**src/rtl/ones_count_pkg.sv**
```systemverilog
// Shared definitions for the ones-count scheduler and its serial engine.
// Holds the FSM state encoding, default sizing and the round-robin reset point.
// No logic; imported by every file of the block.
package ones_count_pkg;

  localparam int N_DEF  = 4;
  localparam int W_DEF  = 16;
  localparam int CW_DEF = $clog2(W_DEF + 1);
  localparam int IW_DEF = $clog2(N_DEF);

  // Pointer starts at the last requester so requester 0 wins the first search.
  localparam int RR_RST_DEF = N_DEF - 1;

  typedef enum logic [1:0] {
    IDLE  = 2'd0,
    COUNT = 2'd1,
    DONE  = 2'd2
  } state_t;

endpackage

```
**src/rtl/ones_count_engine.sv**
```systemverilog
// Serial ones counter: shifts a loaded word out LSB-first, accumulating set bits.
// Latency: W edges after load; done/count are valid combinationally during the W-th bit cycle.
// No backpressure: once loaded it runs to completion; a new load restarts it.
module ones_count_engine
  import ones_count_pkg::*;
#(
  parameter int W  = W_DEF,
  parameter int CW = $clog2(W + 1)
) (
  input  logic          clk,
  input  logic          reset,
  input  logic          load,
  input  logic [W-1:0]  din,
  output logic [CW-1:0] count,
  output logic          done
);

  logic [W-1:0]  r_shreg;
  logic [CW-1:0] r_bit_idx;
  logic [CW-1:0] r_acc;
  logic          r_run;

  logic [CW-1:0] w_acc_nxt;
  logic          w_last;

  // count presents the total including the bit consumed this cycle, so the
  // scheduler can register the final value on the same edge as the W-th bit.
  assign w_acc_nxt = r_acc + CW'(r_shreg[0]);
  assign w_last    = r_run && (r_bit_idx == CW'(W - 1));
  assign count     = w_acc_nxt;
  assign done      = w_last;

  // Load a word, then consume one bit per edge until W bits have been counted.
  always_ff @(posedge clk or negedge reset) begin
    if (!reset) begin
      r_shreg   <= '0;
      r_bit_idx <= '0;
      r_acc     <= '0;
      r_run     <= 1'b0;
    end else if (load) begin
      r_shreg   <= din;
      r_bit_idx <= '0;
      r_acc     <= '0;
      r_run     <= 1'b1;
    end else if (r_run) begin
      r_acc     <= w_acc_nxt;
      r_shreg   <= r_shreg >> 1;
      r_bit_idx <= r_bit_idx + CW'(1);
      if (w_last) r_run <= 1'b0;
    end
  end

endmodule

```
**src/rtl/ones_count_sched.sv**
```systemverilog
// Round-robin scheduler sharing one serial ones-count engine among N req/ack requesters.
// Latency: res_valid rises W edges after the ack edge; one word per W+2 cycles with res_ready high.
// Backpressure: result held in DONE until res_ready; no grants are issued while busy.
module ones_count_sched
  import ones_count_pkg::*;
#(
  parameter int N  = N_DEF,
  parameter int W  = W_DEF,
  parameter int CW = $clog2(W + 1),
  parameter int IW = $clog2(N)
) (
  input  logic           clk,
  input  logic           reset,
  input  logic [N-1:0]   req,
  input  logic [N*W-1:0] data,
  output logic [N-1:0]   ack,
  output logic           res_valid,
  output logic [CW-1:0]  res_count,
  output logic [IW-1:0]  res_id,
  input  logic           res_ready,
  output logic           busy
);

  state_t        r_state;
  state_t        w_state_nxt;
  logic [IW-1:0] r_last;
  logic [N-1:0]  r_ack;
  logic          r_res_valid;
  logic [CW-1:0] r_res_count;
  logic [IW-1:0] r_res_id;

  logic          w_gnt_vld;
  logic [IW-1:0] w_gnt;
  logic [IW-1:0] w_idx;
  logic [W-1:0]  w_din;
  logic          w_load;
  logic [CW-1:0] w_eng_count;
  logic          w_eng_done;

  // Round-robin search starting one past the last granted requester.
  always_comb begin
    w_gnt_vld = 1'b0;
    w_gnt     = '0;
    w_idx     = '0;
    for (int k = 1; k <= N; k++) begin
      w_idx = IW'((int'(r_last) + k) % N);
      if (!w_gnt_vld && req[w_idx]) begin
        w_gnt_vld = 1'b1;
        w_gnt     = w_idx;
      end
    end
  end

  // Select the granted requester's word for the engine load.
  always_comb begin
    w_din = '0;
    for (int i = 0; i < N; i++) begin
      if (w_gnt == IW'(i)) w_din = data[i*W +: W];
    end
  end

  // FSM state register.
  always_ff @(posedge clk or negedge reset) begin
    if (!reset) r_state <= IDLE;
    else        r_state <= w_state_nxt;
  end

  // Next state and engine load; a grant only happens from IDLE.
  always_comb begin
    w_state_nxt = r_state;
    w_load      = 1'b0;
    case (r_state)
      IDLE: begin
        if (w_gnt_vld) begin
          w_load      = 1'b1;
          w_state_nxt = COUNT;
        end
      end
      COUNT: begin
        if (w_eng_done) w_state_nxt = DONE;
      end
      DONE: begin
        if (r_res_valid && res_ready) w_state_nxt = IDLE;
      end
      default: w_state_nxt = IDLE;
    endcase
  end

  // Handshake outputs: ack pulse, RR pointer, and the held result.
  always_ff @(posedge clk or negedge reset) begin
    if (!reset) begin
      r_ack       <= '0;
      r_last      <= IW'(N - 1);
      r_res_valid <= 1'b0;
      r_res_count <= '0;
      r_res_id    <= '0;
    end else begin
      r_ack <= w_load ? (N'(1) << w_gnt) : '0;
      if (w_load) begin
        r_last   <= w_gnt;
        r_res_id <= w_gnt;
      end
      if (r_state == COUNT && w_eng_done) begin
        r_res_count <= w_eng_count;
        r_res_valid <= 1'b1;
      end else if (r_state == DONE && res_ready) begin
        r_res_valid <= 1'b0;
      end
    end
  end

  ones_count_engine #(
    .W  (W),
    .CW (CW)
  ) u_engine (
    .clk   (clk),
    .reset (reset),
    .load  (w_load),
    .din   (w_din),
    .count (w_eng_count),
    .done  (w_eng_done)
  );

  assign ack       = r_ack;
  assign res_valid = r_res_valid;
  assign res_count = r_res_count;
  assign res_id    = r_res_id;
  assign busy      = (r_state != IDLE);

endmodule

```
**config.mk**
```make
export PLATFORM = sky130hd
export DESIGN_NAME = ones_count_sched
export DESIGN_NICKNAME = d
export VERILOG_FILES = /design/src/rtl/ones_count_pkg.sv /design/src/rtl/ones_count_engine.sv /design/src/rtl/ones_count_sched.sv
export SDC_FILE = /design/constraint.sdc
export NUM_CORES = 1
export LEC_CHECK = 0
export CORE_MARGIN = 1
export CORE_UTILIZATION = 42
export CTS_CLUSTER_SIZE = 28
export DETAILED_ROUTE_END_ITERATION = 6
export PLACE_DENSITY_LB_ADDON = 0.25
export REMOVE_ABC_BUFFERS = 1
export SLEW_MARGIN = 25
export SYNTH_ARGS = -nofsm -noshare
export SYNTH_HDL_FRONTEND = slang
export SYNTH_HIERARCHICAL = 1
export SYNTH_SLANG_ARGS = --single-unit
```
**constraint.sdc**
```tcl
create_clock -name clk -period 1.8 [get_ports clk]
set_input_delay 0.27 -clock clk [delete_from_list [all_inputs] [get_ports clk]]
set_output_delay 0.27 -clock clk [all_outputs]
set_load 0.1 [all_outputs]
```
# Yosys cells after proc, flatten, opt, wreduce, memory -nomap -nowiden
# Cells that the tools add are included.
dict set report op_classes {
  reduce_logical 16
  muxes 38
  eq_ne 9
  shifts 1
  magnitude_cmp 4
  n_addsub 6
}
# operator n
set ops {}
lappend ops {{$mux 16} 6}
lappend ops {{$mux 5} 4}
lappend ops {{$mux 1} 15}
lappend ops {{$mux 2} 7}
lappend ops {{$lt 2x3->1 const B} 4}
lappend ops {{$bmux 1 s2} 4}
lappend ops {{$logic_and 1x1->1} 7}
lappend ops {{$eq 2x2->1 const B} 3}
lappend ops {{$ne 2x2->1 const B} 3}
lappend ops {{$pmux 2 s3} 1}
lappend ops {{$reduce_bool 2->1} 3}
lappend ops {{$add 5x1->5} 1}
lappend ops {{$add 5x1->5 const B} 1}
lappend ops {{$eq 5x4->1 const B} 1}
lappend ops {{$add 2x1->2 const B} 2}
lappend ops {{$add 2x2->2 const B} 2}
lappend ops {{$eq 2x1->1 const B} 2}
lappend ops {{$logic_not 2->1} 2}
lappend ops {{$mux 4} 1}
lappend ops {{$shl 1x2->4 const A} 1}
lappend ops {{$logic_not 1->1} 3}
lappend ops {{$reduce_and 3->1} 1}
dict set report totals {
  reg_bits 43
  output_inout_bits 13
  elab_cells 84
}

# Longest topological paths before layout
# Gate-level depths: netlist (run 1).
dict set report logic_depth {
  depth_word 19
  mapped_depth 8
  ltp_nobuf 6
}

# Modules after synthesis
# The synthesis (run 1) kept the hierarchy.
# mod cells_per_inst area_per_inst_um2 n_inst seq_area_each_um2
set by_module_without_submodules {}
lappend by_module_without_submodules {ones_count_engine 126 1382.6 1 675.6}
lappend by_module_without_submodules {ones_count_sched 117 1255.0 1 402.9}

# Worst setup path after synthesis (run 1)
# No wires, ideal clock.
dict set report synth_path {
  path_kind {register to register}
  start {register u_engine.r_bit_idx[0]}
  end {register r_res_count[0], in the netlist res_count[0]}
  path_buffers 0
  stages_incl_launch_ff 7
  arrival_time_ns 1.698
  setup_time_ns 0.126
  path_slack_ns -0.023
  cell_sequence {dfrtp_1 ha_1 and3_1 ha_1 and2_1 nand3b_1 mux2_2}
}
dict set report synth_between {
  elab_chain_cells 3
}
# element line_no
set synth_rtl {}
lappend synth_rtl {{start, declared} ones_count_engine.sv:19} ;# logic [CW-1:0] r_bit_idx;
lappend synth_rtl {{start signal, assigned} ones_count_engine.sv:48} ;# r_bit_idx <= r_bit_idx + CW'(1);
lappend synth_rtl {{$eq 5x4->1} ones_count_engine.sv:29} ;# assign w_last = r_run && (r_bit_idx == CW'(W - 1));
lappend synth_rtl {{$logic_and 1x1->1} ones_count_engine.sv:29}
lappend synth_rtl {{net w_eng_done} ones_count_sched.sv:38} ;# logic w_eng_done;
lappend synth_rtl {{$logic_and 1x1->1} ones_count_sched.sv:103} ;# if (r_state == COUNT && w_eng_done) begin
lappend synth_rtl {{end signal, assigned} ones_count_sched.sv:104} ;# r_res_count <= w_eng_count;
lappend synth_rtl {{end, declared} ones_count_sched.sv:29} ;# logic [CW-1:0] r_res_count;
# The timed path passes the listed nets, and every way through them passes these cells.
# A chain may end at the register's enable or synchronous reset.

# Worst setup path in the final report (run 1)
dict set report layout_path {
  start {register r_last[1]}
  end {register u_engine.r_shreg[14]}
}
dict set report layout_between {
  elab_chain_cells 19
  word_cells_on_any_way 38
  classes_between {4 x add/sub; 3 x eq/ne; 23 x mux; 8 x reduce/logical}
}
# element line_no
set layout_rtl {}
lappend layout_rtl {{start, declared} ones_count_sched.sv:26} ;# logic [IW-1:0] r_last;
lappend layout_rtl {{start signal, assigned} ones_count_sched.sv:93} ;# r_last <= IW'(N - 1);
lappend layout_rtl {{start signal, assigned} ones_count_sched.sv:100} ;# r_last <= w_gnt;
lappend layout_rtl {{$add 2x1->2} ones_count_sched.sv:46} ;# w_idx = IW'((int'(r_last) + k) % N);
lappend layout_rtl {{$bmux 1 s2} ones_count_sched.sv:47} ;# if (!w_gnt_vld && req[w_idx]) begin
lappend layout_rtl {{$mux 1 (implied by the code)} ones_count_sched.sv:47}
lappend layout_rtl {{$mux 1} ones_count_sched.sv:47}
lappend layout_rtl {{$logic_not 1->1} ones_count_sched.sv:47}
lappend layout_rtl {{$logic_and 1x1->1} ones_count_sched.sv:47}
lappend layout_rtl {{$mux 1} ones_count_sched.sv:47}
lappend layout_rtl {{$logic_not 1->1} ones_count_sched.sv:47}
lappend layout_rtl {{[2 not listed]} n/a}
lappend layout_rtl {{$logic_not 1->1} ones_count_sched.sv:47}
lappend layout_rtl {{$logic_and 1x1->1} ones_count_sched.sv:47}
lappend layout_rtl {{$mux 2 *} ones_count_sched.sv:47}
lappend layout_rtl {{$logic_not 2->1} ones_count_sched.sv:58} ;# if (w_gnt == IW'(i)) w_din = data[i*W +: W];
lappend layout_rtl {{$mux 16 (3 in a row)} ones_count_sched.sv:58}
lappend layout_rtl {{$mux 16 *} ones_count_sched.sv:58}
lappend layout_rtl {{net w_din[14]} ones_count_sched.sv:35} ;# logic [W-1:0] w_din;
lappend layout_rtl {{$mux 16 *} ones_count_engine.sv:40} ;# end else if (load) begin
lappend layout_rtl {{end signal, assigned} ones_count_engine.sv:41} ;# r_shreg <= din;
lappend layout_rtl {{end signal, assigned} ones_count_engine.sv:47} ;# r_shreg <= r_shreg >> 1;
lappend layout_rtl {{end, declared} ones_count_engine.sv:18} ;# logic [W-1:0] r_shreg;
# The timed path passes the listed nets; every way through them passes the cells marked *. The select of a mux whose other input is x is not followed.

==> results.txt, run 1 <==
area of the mapped netlist -> 2640 um^2
nets -> 421
ANT cells -> 0
number of synthesized flops with an enable pin -> 0
Setup Skew -> 0.00680 ns
crit path kind -> flip-flop to flip-flop
R2R depth -> 8
Post-Place Setup Slack -> -0.260 ns
first-pass GRT wire length -> 8240 um
final wirelength -> 5300 um
Crit Reg-Reg Startpoint -> r_last[1]
vias in the first global route -> 1934
drt pass-1 iters -> 4
H-tree levels -> 2
worst-skew pair later-pin latency -> 0.29 ns
Initial Util -> 44.0%
Die H -> 81.2 um
R2R setup slack -> 0.01 ns
Placement Rows -> 28
Worst Path Max Fanout -> 7
Yosys warning total -> 6
I/O pins -> 84
Top FF cell, synth -> dfrtp_1
CTS root buf -> clkbuf_8
Seq/Total Area, Yosys -> 40.9%
Reg clk slew, reported paths -> 0.08 ns
final slew viol count -> 0
Max IR drop VDD -> 1.40 mV
Final Wtd Congestion -> 0.712
placed instance count -> 405
initial antenna violation count -> 0
PD cells -> 1380 nW/um^2
status -> completed
Die Wd -> 81.2 um
die area -> 6600 um^2
Leak -> 1.92 nW
critical path capture point type -> flip-flop
core area -> 5990 um^2
routed via count -> 2086
Inserted Clock Buffers -> 5
port buffer count -> 83
largest net degree at the start of global routing -> 31
min cycle time layout -> 1.79 ns
Fill cells -> 486
Mapped Cells -> 243
CP required -> 1.97 ns
clk buf depth -> 2
Min-Delay Path Class -> input port to asynchronous set/reset pin
Worst Path Arrival -> 1.96 ns
Wirelength per Cell -> 12.6 um
Post-DP HPWL -> 3730 um
fmax -> 559 MHz
GRT Util Overall -> 16.0%
Final Hold Violating Endpoints -> 0
post-route insts no fill -> 422
Syn Area/Cell -> 10.9 um^2
Yosys cell types -> 41
antenna violation net count after detailed routing -> 0
Slew @ Worst Pin -> 0.345 ns
total power -> 5.44 mW
Reg-to-Reg End -> u_engine/r_shreg[14]
final setup violating endpoints -> 0
initial drt markers -> 64
asr flop ratio synth -> 100%
Post-route DRC -> 0
share of layout cells above drive strength 1 -> 20.7%
Worst Setup Start Kind -> flip-flop
Slew HR -> 77.0%
Num Clock Sinks -> 43
CTS tree -> built
vias per inst -> 4.94
crit path from -> r_last[1]
unrepaired setup endpoints after global routing -> true
final setup margin -> 0.0124 ns
Max Cap Viol -> 0
total grt overflow -> 0
final hold slack -> 0.409 ns
area grow syn2layout -> 49.3%
#FFs+latches synth -> 43
period utilisation layout -> 99.3%
layout by cell type (no fill, tap or decap), types with 2 or more instances in the layout:
cell type / synthesis / routed
clkbuf_8: 0 / 5
buf_12: 3 / 8
mux2_4: 2 / 7
and3_4: 1 / 2
dfstp_2: 2 / 2
nand2_1: 24 / 24
o21ai_0: 18 / 5
a21o_1: 2 / 2
nor2_1: 15 / 15
inv_1: 5 / 5
buf_4: 1 / 28
ha_1: 4 / 2
a211oi_1: 2 / 2
dfrtp_1: 41 / 41
nand3_1: 3 / 3
a21oi_1: 6 / 6
a21bo_2: 2 / 2
nand3b_1: 4 / 4
bufinv_16: 0 / 2
nand2b_1: 2 / 2
mux2i_1: 67 / 66
xnor2_1: 3 / 3
nand4_4: 2 / 2
o21ai_1: 0 / 13
clkbuf_16: 0 / 3
clkdlybuf4s50_1: 0 / 69
nor2b_1: 4 / 4
buf_6: 4 / 2
how the worst max path moves through the flow:
stage,endpoint,depth (start not counted)
detailed placement,u_engine/r_acc[4],7
finish,u_engine/r_shreg[14],8
floorplan,u_engine/r_shreg[15],6
global route,u_engine/r_shreg[13],7
CTS,res_count[4],7
global placement,u_engine/r_bit_idx[3],7
cells in the mapped netlist (2+ instances only):
library cell  number  area share (%)
nand3b_1           4             1.1
mux2_2             6             2.6
a21o_1             2            0.57
mux2_4             2             1.1
nand2b_1           2            0.47
nor2_1            15             2.1
ha_1               4             1.9
a211oi_1           2            0.57
clkbuf_1           2            0.28
buf_12             3             2.3
nor2b_1            4            0.95
inv_1              5            0.71
nand2_1           24             3.4
buf_2              3            0.57
a21bo_2            2            0.76
xnor2_1            3             1.0
nand4_4            2             1.6
nand3_1            3            0.57
dfrtp_1           41              39
dfstp_2            2             2.0
o21ai_0           18             3.4
buf_6              4             1.7
mux2i_1           67              25
a21oi_1            6             1.1
where the power goes:
part	leakage (nW)	switching [mW]	total [mW]	internal (mW)
registers	0.548	0.253	1.57	1.32
logic	1.31	1.52	2.99	1.47
clock network	0.0654	0.321	0.876	0.554
stage by stage:
step / area, um^2 / setup TNS (ns) / utilization, %
floorplan: 2480 / -49.81 / -
global placement: 3610 / -4.85 / 60.2
detailed placement: 3610 / -6.50 / 60.2
CTS: 3770 / 0 / 62.9
global route: 3940 / -1.40 / 65.7
finish: 3940 / 0 / 65.7
critical path, cell delays in order (launching register included):
cell,delay [ns]
dfstp_2,0.60
nand3b_1,0.13
a31oi_4,0.21
buf_12,0.16
clkbuf_16,0.16
mux2i_1,0.18
mux2i_1,0.09
nand2_1,0.07
o21ai_0,0.07
kinds of logic after synthesis:
group	count (synthesis)	synth area share (%)
compound gates	33	7.26
xor+xnor	4	1.33
fa+ha+maj	4	1.90
buf+inv	21	6.74
flops	43	40.9
mux	75	29.1
simple gates	63	12.8
routing by layer:
layer	GRT usage, %	vias to the layer above	wire length [um]
met4	5.18	0	47
li1	-	1057	-
met1	19.9	974	2390
met5	0	-	0
met2	27.6	51	2690
met3	3.15	4	182
what timing repair did:
item                                   4_1_cts  5_1_grt
pin swaps                                    2       11
endpoints found under the hold margin       12        0
hold buffers                                 1        0
gates resized for setup                      3       26
setup buffers                                2        2
setup endpoints to repair                    7       25
gates cloned                                 0        4
layout make-up:
class                      count  area, um^2  area share (%)
inverter                       5        18.8           0.476
sequential                    43        1080            27.4
clock buffer                   6        72.6            1.84
clock inverter                 2        60.1            1.52
multi-input combinational    179        1440            36.6
timing repair buffer         112        1170            29.8
tap                           75        93.8            2.38
state kept, by name, summed over array words and instances (netlist names), 2 cells and up:
signal	count
res_id	2
ack	4
u_engine/r_bit_idx	5
u_engine/r_acc	5
r_last	2
r_state	2
res_count	5
u_engine/r_shreg	16
Power figures use the tool's default switching activity.
==> inputs of run 2 (changes only) <==
--- a/config.mk
+++ b/config.mk
@@ -11,7 +11,7 @@
 export DETAILED_ROUTE_END_ITERATION = 6
 export PLACE_DENSITY_LB_ADDON = 0.25
 export REMOVE_ABC_BUFFERS = 1
-export SLEW_MARGIN = 25
+export SLEW_MARGIN = 0
 export SYNTH_ARGS = -nofsm -noshare
 export SYNTH_HDL_FRONTEND = slang
 export SYNTH_HIERARCHICAL = 1
==> results of run 2 <==
No change in the layout: final DEF, timing and power equal those of run 1.
